--- src/rtl/tail_wr_arbiter.sv ---
// Write-port controller for the tail table: runs an initialisation walk after reset or
// flush, then round-robin arbitrates two valid/ready requesters onto the single write port.
module tail_wr_arbiter #(
  parameter int            DEPTH     = 40,
  parameter int            AW        = 6,
  parameter int            DW        = 6,
  parameter logic [DW-1:0] INIT_DATA = '0
) (
  input  logic          clock,
  input  logic          reset,
  input  logic          flush,
  input  logic          req0_valid,
  input  logic [AW-1:0] req0_addr,
  input  logic [DW-1:0] req0_data,
  output logic          req0_ready,
  input  logic          req1_valid,
  input  logic [AW-1:0] req1_addr,
  input  logic [DW-1:0] req1_data,
  output logic          req1_ready,
  output logic          W0_en,
  output logic [AW-1:0] W0_addr,
  output logic [DW-1:0] W0_data,
  output logic          init_busy,
  output logic          err_oob,
  output logic          err_sticky
);

  typedef enum logic {ST_INIT, ST_RUN} state_e;

  state_e        state_q, state_d;
  logic [AW-1:0] cnt_q, cnt_d;
  logic          rr_q, rr_d;
  logic          w_en_q, w_en_d;
  logic [AW-1:0] w_addr_q, w_addr_d;
  logic [DW-1:0] w_data_q, w_data_d;
  logic          err_oob_q, err_oob_d;
  logic          err_sticky_q, err_sticky_d;

  logic          grant0, grant1;
  logic [AW-1:0] sel_addr;
  logic [DW-1:0] sel_data;

  function automatic logic in_range(input logic [AW-1:0] a);
    return (32'(a) < DEPTH);
  endfunction

  // rr_q names the requester that wins when both are valid.
  always_comb begin
    grant0     = req0_valid & (~req1_valid | ~rr_q);
    grant1     = req1_valid & (~req0_valid | rr_q);
    req0_ready = (state_q == ST_RUN) & ~flush & grant0;
    req1_ready = (state_q == ST_RUN) & ~flush & grant1;
  end

  always_comb begin
    state_d      = state_q;
    cnt_d        = cnt_q;
    rr_d         = rr_q;
    w_en_d       = 1'b0;
    w_addr_d     = w_addr_q;
    w_data_d     = w_data_q;
    err_oob_d    = 1'b0;
    err_sticky_d = err_sticky_q;
    sel_addr     = req1_ready ? req1_addr : req0_addr;
    sel_data     = req1_ready ? req1_data : req0_data;

    if (flush) begin
      state_d = ST_INIT;
      cnt_d   = '0;
    end else if (state_q == ST_INIT) begin
      w_en_d   = 1'b1;
      w_addr_d = cnt_q;
      w_data_d = INIT_DATA;
      if (cnt_q == AW'(DEPTH - 1)) begin
        cnt_d   = '0;
        state_d = ST_RUN;
      end else begin
        cnt_d = cnt_q + 1'b1;
      end
    end else if (req0_ready | req1_ready) begin
      rr_d = req0_ready;
      // Out-of-range requests complete the handshake but never reach the table.
      if (in_range(sel_addr)) begin
        w_en_d   = 1'b1;
        w_addr_d = sel_addr;
        w_data_d = sel_data;
      end else begin
        err_oob_d    = 1'b1;
        err_sticky_d = 1'b1;
      end
    end
  end

  always_ff @(posedge clock or posedge reset) begin
    if (reset) begin
      state_q      <= ST_INIT;
      cnt_q        <= '0;
      rr_q         <= 1'b0;
      w_en_q       <= 1'b0;
      w_addr_q     <= '0;
      w_data_q     <= '0;
      err_oob_q    <= 1'b0;
      err_sticky_q <= 1'b0;
    end else begin
      state_q      <= state_d;
      cnt_q        <= cnt_d;
      rr_q         <= rr_d;
      w_en_q       <= w_en_d;
      w_addr_q     <= w_addr_d;
      w_data_q     <= w_data_d;
      err_oob_q    <= err_oob_d;
      err_sticky_q <= err_sticky_d;
    end
  end

  assign W0_en      = w_en_q;
  assign W0_addr    = w_addr_q;
  assign W0_data    = w_data_q;
  assign err_oob    = err_oob_q;
  assign err_sticky = err_sticky_q;
  assign init_busy  = (state_q == ST_INIT);

endmodule

--- config.mk ---
export PLATFORM = sky130hd
export DESIGN_NAME = tail_wr_arbiter
export DESIGN_NICKNAME = d
export VERILOG_FILES = /design/src/rtl/tail_wr_arbiter.sv
export SDC_FILE = /design/constraint.sdc
export NUM_CORES = 1
export LEC_CHECK = 0
export CAP_MARGIN = 40
export CORE_UTILIZATION = 40
export CTS_CLUSTER_SIZE = 16
export DETAILED_ROUTE_END_ITERATION = 8
export DONT_BUFFER_PORTS = 1
export PLACE_DENSITY = 0.54
export SLEW_MARGIN = 20
export SYNTH_ARGS = -nofsm -noshare
export SYNTH_HDL_FRONTEND = slang
export SYNTH_SLANG_ARGS = --single-unit
--- constraint.sdc ---
create_clock -name clock -period 1.7 [get_ports clock]
set_clock_uncertainty 0.05 [all_clocks]
set_input_delay 0.17 -clock clock [delete_from_list [all_inputs] [get_ports clock]]
set_output_delay 0.17 -clock clock [all_outputs]
set_load 0.05 [all_outputs]
After elaboration in Yosys (flattened, before gate mapping)
Cells that the tools add are included.

storage, ports and cells
  register bits after elaboration = 23
  bits of input ports = 29
  output and inout port bits = 18
  logic and storage cells = 53

operators by class
  $add $sub $neg = 1
  $lt $le $gt $ge = 1
  eq/ne operators = 4
  multiplexer cells = 22
  bitwise gates (word level) = 14
  reduce and logical (&&, ||, !) cells = 3

operators by type and width
  kind                 count
  $mux 6               11
  $mux 1               11
  $add 6x1->6 const B  1
  $eq 6x6->1 const B   1
  $lt 6x6->1 const B   1
  $not 1->1            6
  $reduce_and 3->1     2
  $and 1x1->1          5
  $ne 2x1->1 const B   2
  $reduce_and 4->1     1
  $or 1x1->1           3
  $ne 2x2->1 const B   1

Depth between registers and ports, before layout
Gate-level depths: netlist of the first run.

  word-level depth = 10
  mapped depth = 8
  mapped depth without buffers = 5

Worst setup path before layout of the first run
OpenSTA, ideal clock, no wires.

  path kind = reg2reg
  start point = reg state_q
  end point = reg w_addr_q[0], in the netlist W0_addr[0]
  library setup time = 125 ps
  arrival time = 1596 ps
  setup slack = -71 ps
  cell stages (with the launch flop) = 9
  path buffers = 3
  period minus slack after synthesis = 1771 ps
  path through = dfrtp_1 buf_6 and3b_1 buf_6 nand2_4 inv_4 buf_2 o221ai_1 mux2_4

on the way
  cells in the longest elaborated chain, start to end = 6

ends and longest elaborated chain
  element                                                             RTL line  RTL
  start: declaration                                                  30        state_e state_q, state_d;
  start signal: assignment                                            105       state_q <= state_d;
  $and 1x1->1 (*) (2 in a row)                                        52        req1_ready = (state_q == ST_RUN) & ~flush & grant1;
  named net req1_ready                                                19        output logic req1_ready,
  $mux 6                                                              64        sel_addr = req1_ready ? req1_addr : req0_addr;
  $lt 6x6->1 / $mux 6 (equally long branches)                         44, 83
  $ne 2x1->1 (no source line) / $mux 6 (equally long branches)        --
  $reduce_and 3->1 (no source line) / $mux 6 (equally long branches)  --
  end signal: assignment                                              109       w_addr_q <= w_addr_d;
  end: declaration                                                    34        logic [AW-1:0] w_addr_q, w_addr_d;

Mark *: on every way through the listed nets, which the timed path passes. The rest lies on a longest branch. The select of a mux whose other input is x is not followed.
A chain may end at the register's enable or synchronous reset.

Final worst setup path of the first run
  start point = reg state_q
  end point = reg w_addr_q[4], in the netlist W0_addr[4]

on the way
  cells in the longest elaborated chain, start to end = 6

ends and longest elaborated chain
  element                                                             RTL line
  $and 1x1->1                                                         51, 52
  $and 1x1->1                                                         52
  $mux 6                                                              64
  $lt 6x6->1 / $mux 6 (equally long branches)                         44, 83
  $ne 2x1->1 (no source line) / $mux 6 (equally long branches)        --
  $reduce_and 3->1 (no source line) / $mux 6 (equally long branches)  --

Parallel ways exist; a longest one is shown, timed or not. The select of a mux whose other input is x is not followed.

==> metrics.yaml, run 1 <==
htreeDepth: 1
place_area_mm2: 0.001363
ir_drop_mv: 0.3473
worst_pin_slew_ns: 0.4994
setup_viol_count_final: 0
p_leak_nw: 0.6685
drc: 0
drive_above_1_share_pct: 27.21
tritoncts: "yes"
clock-sinks: 23
hold_slack_ns: -0.005585
die_w_um: 58.85
maxCapViolations: 0
power_density_mw_per_mm2: 661.5
antenna_found_initial: 0
cts.path.max_buffers: 2
synth_edf_count: 0
core_mm2: 0.003053
dp_hpwl_um: 2087
nFillCells: 317
cts_root_buf: "clkbuf_4"
seq_area_frac_synth_pct: 44.53
setup.worst_path.class: "reg2reg"
critPathTopFamily: "flip-flops"
avgSynthCellArea_um2: 10.10
worstPathRequired_ns: 1.87
worstPathMaxFanout: 6
yosys_warnings: 0
synthesis.nets: 158
insertion_delay_ns: 0.32
cp-start-kind: "flip-flop"
violations: "hold timing"
status: "finished, violations left"
drt_iter0_drc: 38
grt_max_degree: 26
final_hold_viol_count: 1
arrival_ns: 1.85
post-place-cells: 171
layout_min_cycle_time_ns: 1.679
grt_setup_unrepaired: "yes"
grt_use_total_pct: 18.50
syn-cell-area_mm2: 0.001292
clk_pin_slew_ns: 0.13
pin_count: 47
timing.final.ws_setup_ns: 0.02080
drv_slew: 0
cpPeakStageDelay_ns: 0.45
wl_um: 3233
cts-buffers-inserted: 3
grt-ovfl-total: 0
dieArea_mm2: 0.003463
path_buf_inv: 0
finalCritPeriodShare_pct: 98.78
layout.cells.non_filler: 180
drt_first_pass_iters: 4
antennaDiodeCount: 0
row_count: 20
hp-class: "in2reg"
gp_congestion: 0.7803
slew_headroom_pct: 66.71
ys.flop_type: "dfrtp_1"
final_util_pct: 49.67
cp_slowest_cell: "dfrtp_2"
crit_path_end_kind: "flip-flop"
grt_pass1_wl_um: 4719
dpl_worst_slack_ns: 0.1087
finalSetupTns_ns: 0
port-buffer-count: 0
crit_path_cell_trace: "and3b_2 -> nand4_1 -> o221a_2 -> mux2_4"
first_global_vias: 959
fin_area_mm2: 0.001516
area_delta_synth_final_pct: 17.33
wire_per_inst_um: 17.96
viasPerCell: 5.794
synthArstFlopShare_pct: 100.0
yosysUniqueCellTypes: 30
finalPower_mw: 1.003
ys_ff_latch: 23
vias: 1043
start_util_pct: 42.34
ant_nets: 0
nNetsFinal: 167
timing.fmax_mhz: 595.5
die_y_um: 58.85
synth_cells: 128
-- where the power goes --
part	switching (mW)	leakage (nW)	internal [mW]
Clock	0.174	0.0177	0.0881
Sequential	0.0634	0.309	0.568
Combinational	0.0565	0.342	0.0530
-- synthesized netlist by cell type (3+ instances only) --
| cell type | count | area share, % |
|---|---|---|
| buf_6 | 3 | 2.6 |
| inv_1 | 9 | 2.6 |
| dfrtp_1 | 23 | 45 |
| clkbuf_1 | 5 | 1.5 |
| mux2_2 | 4 | 3.5 |
| mux2_4 | 9 | 10 |
| nand3_1 | 14 | 5.4 |
| o21ai_0 | 9 | 3.5 |
| o221ai_1 | 6 | 4.1 |
| nand2_1 | 15 | 4.4 |
| nor2_1 | 8 | 2.3 |
-- layout make-up --
cell class / count / area (µm²) / area share [%]
clock buffer: 3 / 22.52 / 1.485
clock inverter: 1 / 5.005 / 0.3300
inverter: 10 / 40.04 / 2.640
multi-input combinational: 87 / 654.4 / 43.15
sequential: 23 / 576.8 / 38.04
tap: 44 / 55.05 / 3.630
timing repair buffer: 12 / 162.7 / 10.73
-- flip-flops by register name, indices dropped and copies added, names as in the netlist --
register    flops
W0_addr         6
W0_data         6
cnt_q           6
W0_en           1
err_oob         1
err_sticky      1
rr_q            1
state_q         1
-- worst min-delay path, cell delays in order --
cell and delay (ns):
nor2_2 0.02, o21ai_0 0.10, nor2_1 0.05
-- cells by family (layout without fill, tap and decap cells) --
group,after synthesis,in the layout,synth area share (%)
buf+inv,19,26,7.551
xor+xnor,2,2,1.356
simple gates,44,44,16.07
fa+ha+maj,1,1,0.9679
mux,15,15,15.49
flops,23,23,44.53
compound gates,24,25,14.04
-- what timing repair did --
item,in CTS,in global routing
pin swaps,0,3
gates resized for setup,6,10
cloned,0,2
endpoints found under the hold margin,30,0
setup endpoints to repair,1,5
hold buffers,2,0
setup buffers,0,1
-- cell usage in the layout, fill, tap and decap left out, types with 2 or more instances in the layout --
master,Yosys,final
inv_1,9,9
dlygate4sd3_1,0,2
dfrtp_1,23,22
buf_4,0,5
nand2_1,15,15
mux2_4,9,11
mux2_2,4,2
nor2_1,8,7
xnor2_1,2,2
o221ai_1,6,6
clkbuf_4,0,3
o21ai_0,9,9
buf_12,0,4
nand3_1,14,14
a311oi_1,2,2
mux2i_1,2,2
-- final timing paths --
check / start / endpoint / slack [ns] / cells after the start
max in group asynchronous: reset / state_q / 1.07 / 3
min in group asynchronous: reset / W0_addr[2] / 0.27 / 3
worst max-delay path: state_q / W0_addr[4] / 0.02 / 4
worst max register to register: state_q / W0_addr[4] / 0.02 / 4
worst min-delay path: flush / err_oob / -0.006 / 3
worst min register to register: rr_q / rr_q / 0.48 / 1
-- layer usage --
layer / track usage, % / vias up / share of wire (%)
li1: - / 470 / -
met1: 24.79 / 519 / 47
met2: 27.76 / 47 / 45
met3: 5.495 / 7 / 6.8
met4: 7.823 / 0 / 1.9
met5: 0 / - / 0
Power figures use the tool's default switching activity.
==> inputs of run 2 (changes only) <==
Settings changed: PLACE_DENSITY 0.54 to 0.52.
Clock period 1.7 ns to 1.92 ns, I/O delays scaled along.
==> run 2 against run 1 <==
  * The flow now finishes without violations
  * Final cell count shrank 2.8%
  * Sequential power shrank 11%
  * Sequential cell count is the same
  * Highest routed layer unchanged
==> metrics.yaml, run 2 (synthesis gave the netlist of run 1 again) <==
status: "finished clean"  # was finished, violations left
core_mm2: 0.003053  # unchanged
cts.path.max_buffers: 2  # unchanged
grt_setup_unrepaired: "no"  # was yes
start_util_pct: 42.34  # unchanged
dieArea_mm2: 0.003463  # unchanged
grt_max_degree: 26  # unchanged
cts-buffers-inserted: 3  # unchanged
pwr-share-comb_pct: 10.3  # was 10.9%
gp_congestion: 0.8099  # was 0.7803
seqPwrFrac_pct: 63.8  # was 62.9%
timing.fmax_mhz: 563.5
drt_iter0_drc: 44  # was 38
ir_drop_mv: 0.2608  # was 0.3473 mV
r2r-start: "state_q"  # unchanged
clock-sinks: 23  # unchanged
worstPathMaxFanout: 25  # was 6
setup_viol_count_final: 0  # unchanged
power_density_mw_per_mm2: 633.3  # was 661.5 mW/mm²
drv_slew: 0  # unchanged
post-place-cells: 169  # was 171
drive_above_1_share_pct: 20.61  # was 27.21%
swShare_pct: 28.21  # was 29.33%
vias: 933  # was 1,043
dpl_worst_slack_ns: 0.2616  # was 0.1087 ns
min_from: "flush"  # unchanged
pwr-share-clk_pct: 25.9  # was 26.2%
wl_um: 2696  # was 3233 µm
cp-start-kind: "flip-flop"  # unchanged
final_hold_viol_count: 0  # was 1
drc: 0  # unchanged
nNetsFinal: 162  # was 167
layout_min_cycle_time_ns: 1.775
power_switching_uw: 247.1  # was 294.3 µW
die_w_um: 58.85  # unchanged
layout.cells.non_filler: 175  # was 180
finalCritPeriodShare_pct: 92.44
area_delta_synth_final_pct: 6.970  # was 17.33%
finalSetupTns_ns: 0  # unchanged
clk_pin_slew_ns: 0.13  # about the same
dp_hpwl_um: 2018  # was 2087 µm
grt-ovfl-total: 0  # unchanged
row_count: 20  # unchanged
ant_nets: 0  # unchanged
grt_use_total_pct: 17.34  # was 18.50%
antennaDiodeCount: 0  # unchanged
final_cell_mix: "23 x dfrtp_1, 15 x nand2_1, 14 x nand3_1"  # was 22 x dfrtp_1, 15 x nand2_1, 14 x nand3_1, 11 x mux2_4
p_leak_nw: 0.6240  # was 0.6685 nW
insertion_delay_ns: 0.31  # was 0.32 ns
port-buffer-count: 0  # unchanged
layout_commonest_cell: "dfrtp_1"  # unchanged
timing.final.ws_setup_ns: 0.1452  # was 0.02080 ns
antenna_found_initial: 0  # unchanged
tritoncts: "yes"  # unchanged
slew_headroom_pct: 66.11  # was 66.71%
maxCapViolations: 0  # unchanged
setup.worst_path.class: "reg2out"  # was reg2reg
cts_root_buf: "clkbuf_4"  # unchanged
first_global_vias: 931  # was 959
wire_per_inst_um: 15.41  # was 17.96 µm
viasPerCell: 5.331  # was 5.794
nFillCells: 306  # was 317
startpoint: "state_q"  # unchanged
worst_pin_slew_ns: 0.5083  # was 0.4994 ns
htreeDepth: 1  # unchanged
crit_path_end_kind: "output port"  # was flip-flop
pin_count: 47  # unchanged
drt_first_pass_iters: 4  # unchanged
intPower_uw: 628.6  # was 708.9 µW
arrival_ns: 1.53  # was 1.85 ns
hold_slack_ns: 0.04617  # was -0.005585 ns
worstPathRequired_ns: 1.68  # was 1.87 ns
die_y_um: 58.85  # unchanged
hp-class: "in2reg"  # unchanged
grt_pass1_wl_um: 4457  # was 4719 µm
run 2: changes by cell type in the layout (fill, tap and decap cells not counted), sizes merged:
cell    previous run  this run
o221a              2         1
buf                9         6
clkinv             1         0
run 2: layout make-up:
class                   instances  area (µm²)  share of cell area [%]
flip-flops and latches         23       575.6                   41.63
well taps                      44       55.05                   3.982
clock buffers                   4       26.28                   1.900
inverters                      10       40.04                   2.896
repair buffers                  8       65.06                   4.706
multi-input cells              86       620.6                   44.89
run 2: power by group through the flow:
stage | Clock [mW] | Combinational [mW] | Sequential [mW]
floorplan | 0 | 0.0769 | 0.564
global placement | 0 | 0.0861 | 0.568
detailed placement | 0 | 0.0866 | 0.568
CTS | 0.237 | 0.0918 | 0.559
global route | 0.254 | 0.102 | 0.562
finish | 0.227 | 0.0903 | 0.559
run 2: worst max-delay path, cell delays in order, from the launching register on:
cell and delay [ns]:
dfrtp_1 0.36, buf_4 0.27, inv_1 0.09, nor2_1 0.13, and3_2 0.37
run 2: repair_timing:
item | in CTS | in global routing
hold endpoints to repair | 30 | 0
hold buffers | 2 | 0
endpoints found under the setup margin | 1 | 0
gates resized for setup | 1 | 0
setup buffers | 0 | 0
run 2: per-stage QoR:
stage,area [µm²],util [%],power (mW)
6_report,1383,45.29,0.8757
5_1_grt,1383,45.29,0.9186
4_1_cts,1383,45.29,0.8874
3_5_place_dp,1335,43.73,0.6548
3_3_place_gp,1335,43.73,0.6537
2_1_floorplan,1292,-,0.6408
run 2: worst paths after layout:
| path | to | slack, ns | cells past startpoint |
|---|---|---|---|
| max | req0_ready | 0.15 | 4 |
| min | err_oob | 0.05 | 3 |
| max reg2reg | W0_data[5] | 0.25 | 5 |
| min reg2reg | cnt_q[5] | 0.45 | 1 |
| max in group asynchronous | rr_q | 1.30 | 3 |
| min in group asynchronous | W0_en | 0.29 | 3 |
run 2: layer usage:
layer	wire [µm]	share of wire, %	vias to the layer above	global-route usage [%]
li1	-	-	454	-
met4	19	0.70	0	7.143
met5	0	0	-	0
met3	292	11	2	6.593
met2	1218	45	44	27.76
met1	1166	43	433	20.89
==> inputs of run 3 (changes only) <==
Settings changed: ABC_AREA set to 0, RECOVER_POWER set to 25.
==> run 3 against run 2 <==
  * Core utilization shrank 0.12 points
  * First-iteration DRC count stayed put
  * Setup slack about the same
  * Register-to-register slack about the same
  * Sequential power barely moved
  * Die area stayed put
  * Via count shrank 0.11%
  * Clock-buffer cell count unchanged
  * Clock power about the same
  * Total power down 0.11%
  * Combinational power decreased by 1%
  * Non-clock buffer count unchanged
  * Critical endpoint unchanged
  * Largest power group unchanged
  * Highest routed layer unchanged
==> metrics.yaml, run 3 (synthesis gave the netlist of run 1 again) <==
status: "finished clean"  # unchanged
ant_nets: 0  # unchanged
gp_congestion: 0.8099  # unchanged
start_util_pct: 42.34  # unchanged
layout_commonest_cell: "dfrtp_1"  # unchanged
final_hold_viol_count: 0  # unchanged
worstRegToRegCells: 5  # unchanged
hold_slack_ns: 0.04617  # unchanged
viasPerCell: 5.326  # was 5.331
finalSetupTns_ns: 0  # unchanged
hp-class: "in2reg"  # unchanged
post-place-cells: 169  # unchanged
clock-sinks: 23  # unchanged
dp_hpwl_um: 2018  # unchanged
ir_drop_mv: 0.2608  # about the same
grt_pass1_wl_um: 4457  # unchanged
setup.worst_path.class: "reg2out"  # unchanged
grt_max_degree: 26  # unchanged
finalCritPeriodShare_pct: 92.44  # about the same
maxCapViolations: 0  # unchanged
r2r-end: "W0_data[5]"  # unchanged
cp-start-kind: "flip-flop"  # unchanged
grt_setup_unrepaired: "no"  # unchanged
post_cts.repair.setup_buffers: 0  # unchanged
core_mm2: 0.003053  # unchanged
cts.path.max_buffers: 2  # unchanged
seqCellArea_um2: 575.6  # unchanged
htreeDepth: 1  # unchanged
arrival_ns: 1.53  # about the same
p_leak_nw: 0.6204  # was 0.6240 nW
startpoint: "state_q"  # unchanged
cts_root_buf: "clkbuf_4"  # unchanged
first_global_vias: 931  # unchanged
layout.cells.non_filler: 175  # unchanged
crit_path_end_kind: "output port"  # unchanged
timing.fmax_mhz: 563.4  # was 563.5 MHz
drt_iter0_drc: 44  # unchanged
antenna_found_initial: 0  # unchanged
row_count: 20  # unchanged
antennaDiodeCount: 0  # unchanged
drv_slew: 0  # unchanged
nFillCells: 306  # unchanged
die_y_um: 58.85  # unchanged
critPathCapture: "req0_ready"  # unchanged
drc: 0  # unchanged
drt_first_pass_iters: 4  # unchanged
cts-buffers-inserted: 3  # unchanged
die_w_um: 58.85  # unchanged
multi_input_area_um2: 620.6  # unchanged
finalPower_uw: 874.7  # was 875.7 µW
insertion_delay_ns: 0.31  # about the same
ff2ff_setup_slack_ns: 0.25  # about the same
clk_pin_slew_ns: 0.13  # about the same
grt-ovfl-total: 0  # unchanged
power_density_mw_per_mm2: 634.4  # was 633.3 mW/mm²
area_delta_synth_final_pct: 6.679  # was 6.970%
tritoncts: "yes"  # unchanged
worst_pin_slew_ns: 1.230  # was 0.5083 ns
worstPathMaxFanout: 25  # unchanged
dieArea_mm2: 0.003463  # unchanged
wl_um: 2695  # was 2696 µm
setup_viol_count_final: 0  # unchanged
worstPathRequired_ns: 1.68  # about the same
drive_above_1_share_pct: 19.85  # was 20.61%
port-buffer-count: 0  # unchanged
wire_per_inst_um: 15.40  # was 15.41 µm
grt_use_total_pct: 17.34  # unchanged
layout_min_cycle_time_ns: 1.775  # about the same
vias: 932  # was 933
pin_count: 47  # unchanged
final_cell_mix: "23 x dfrtp_1, 15 x nand2_1, 14 x nand3_1"  # unchanged
slew_headroom_pct: 18.02  # was 66.11%
r2r-start: "state_q"  # unchanged
nNetsFinal: 162  # unchanged
min_from: "flush"  # unchanged
run 3: where the power goes:
group | total, mW | switching, mW | internal [mW]
sequential | 0.559 | 0.0561 | 0.503
combinational | 0.0893 | 0.0454 | 0.0439
clock | 0.227 | 0.146 | 0.0810
run 3: timing repair:
action,4_1_cts,5_1_grt
endpoints found under the setup margin,1,0
resized for setup,1,0
endpoints found under the hold margin,30,0
hold buffers,2,0
run 3: layer usage:
metal  wire (µm)  global-route usage [%]
met5           0                       0
met4          19                   7.143
met3         292                   6.593
met2        1217                   27.76
met1        1165                   20.89
run 3: worst min-delay path by stage:
stage / endpoint / slack, ns / cells after the start
after global routing: err_oob / 0.08 / 3
after CTS: err_oob / 0.04 / 3
after global placement: W0_en / 0.1 / 2
after floorplan: W0_addr[0] / 0.14 / 1
final: err_oob / 0.05 / 3
after detailed placement: W0_en / 0.1 / 2
run 3: stage by stage:
stage / instance area, µm² / util [%] / worst slack (ns)
finish: 1379 / 45.16 / 0.1452
global route: 1379 / 45.16 / 0.01034
CTS: 1383 / 45.29 / 0.1193
detailed placement: 1335 / 43.73 / 0.2616
global placement: 1335 / 43.73 / 0.2955
floorplan: 1292 / - / 0.1486
run 3: final cells by class:
type                            count  area share [%]
Multi-Input combinational cell     86           45.01
Tap cell                           44           3.993
Inverter                           10           2.904
Sequential cell                    23           41.74
Timing Repair Buffer                8           4.446
Clock buffer                        4           1.906
run 3: worst max-delay path, cell delays in order (launching register included):
cell and delay [ns]:
dfrtp_1 0.36, buf_4 0.27, inv_1 0.09, nor2_1 0.13
and3_2 0.37
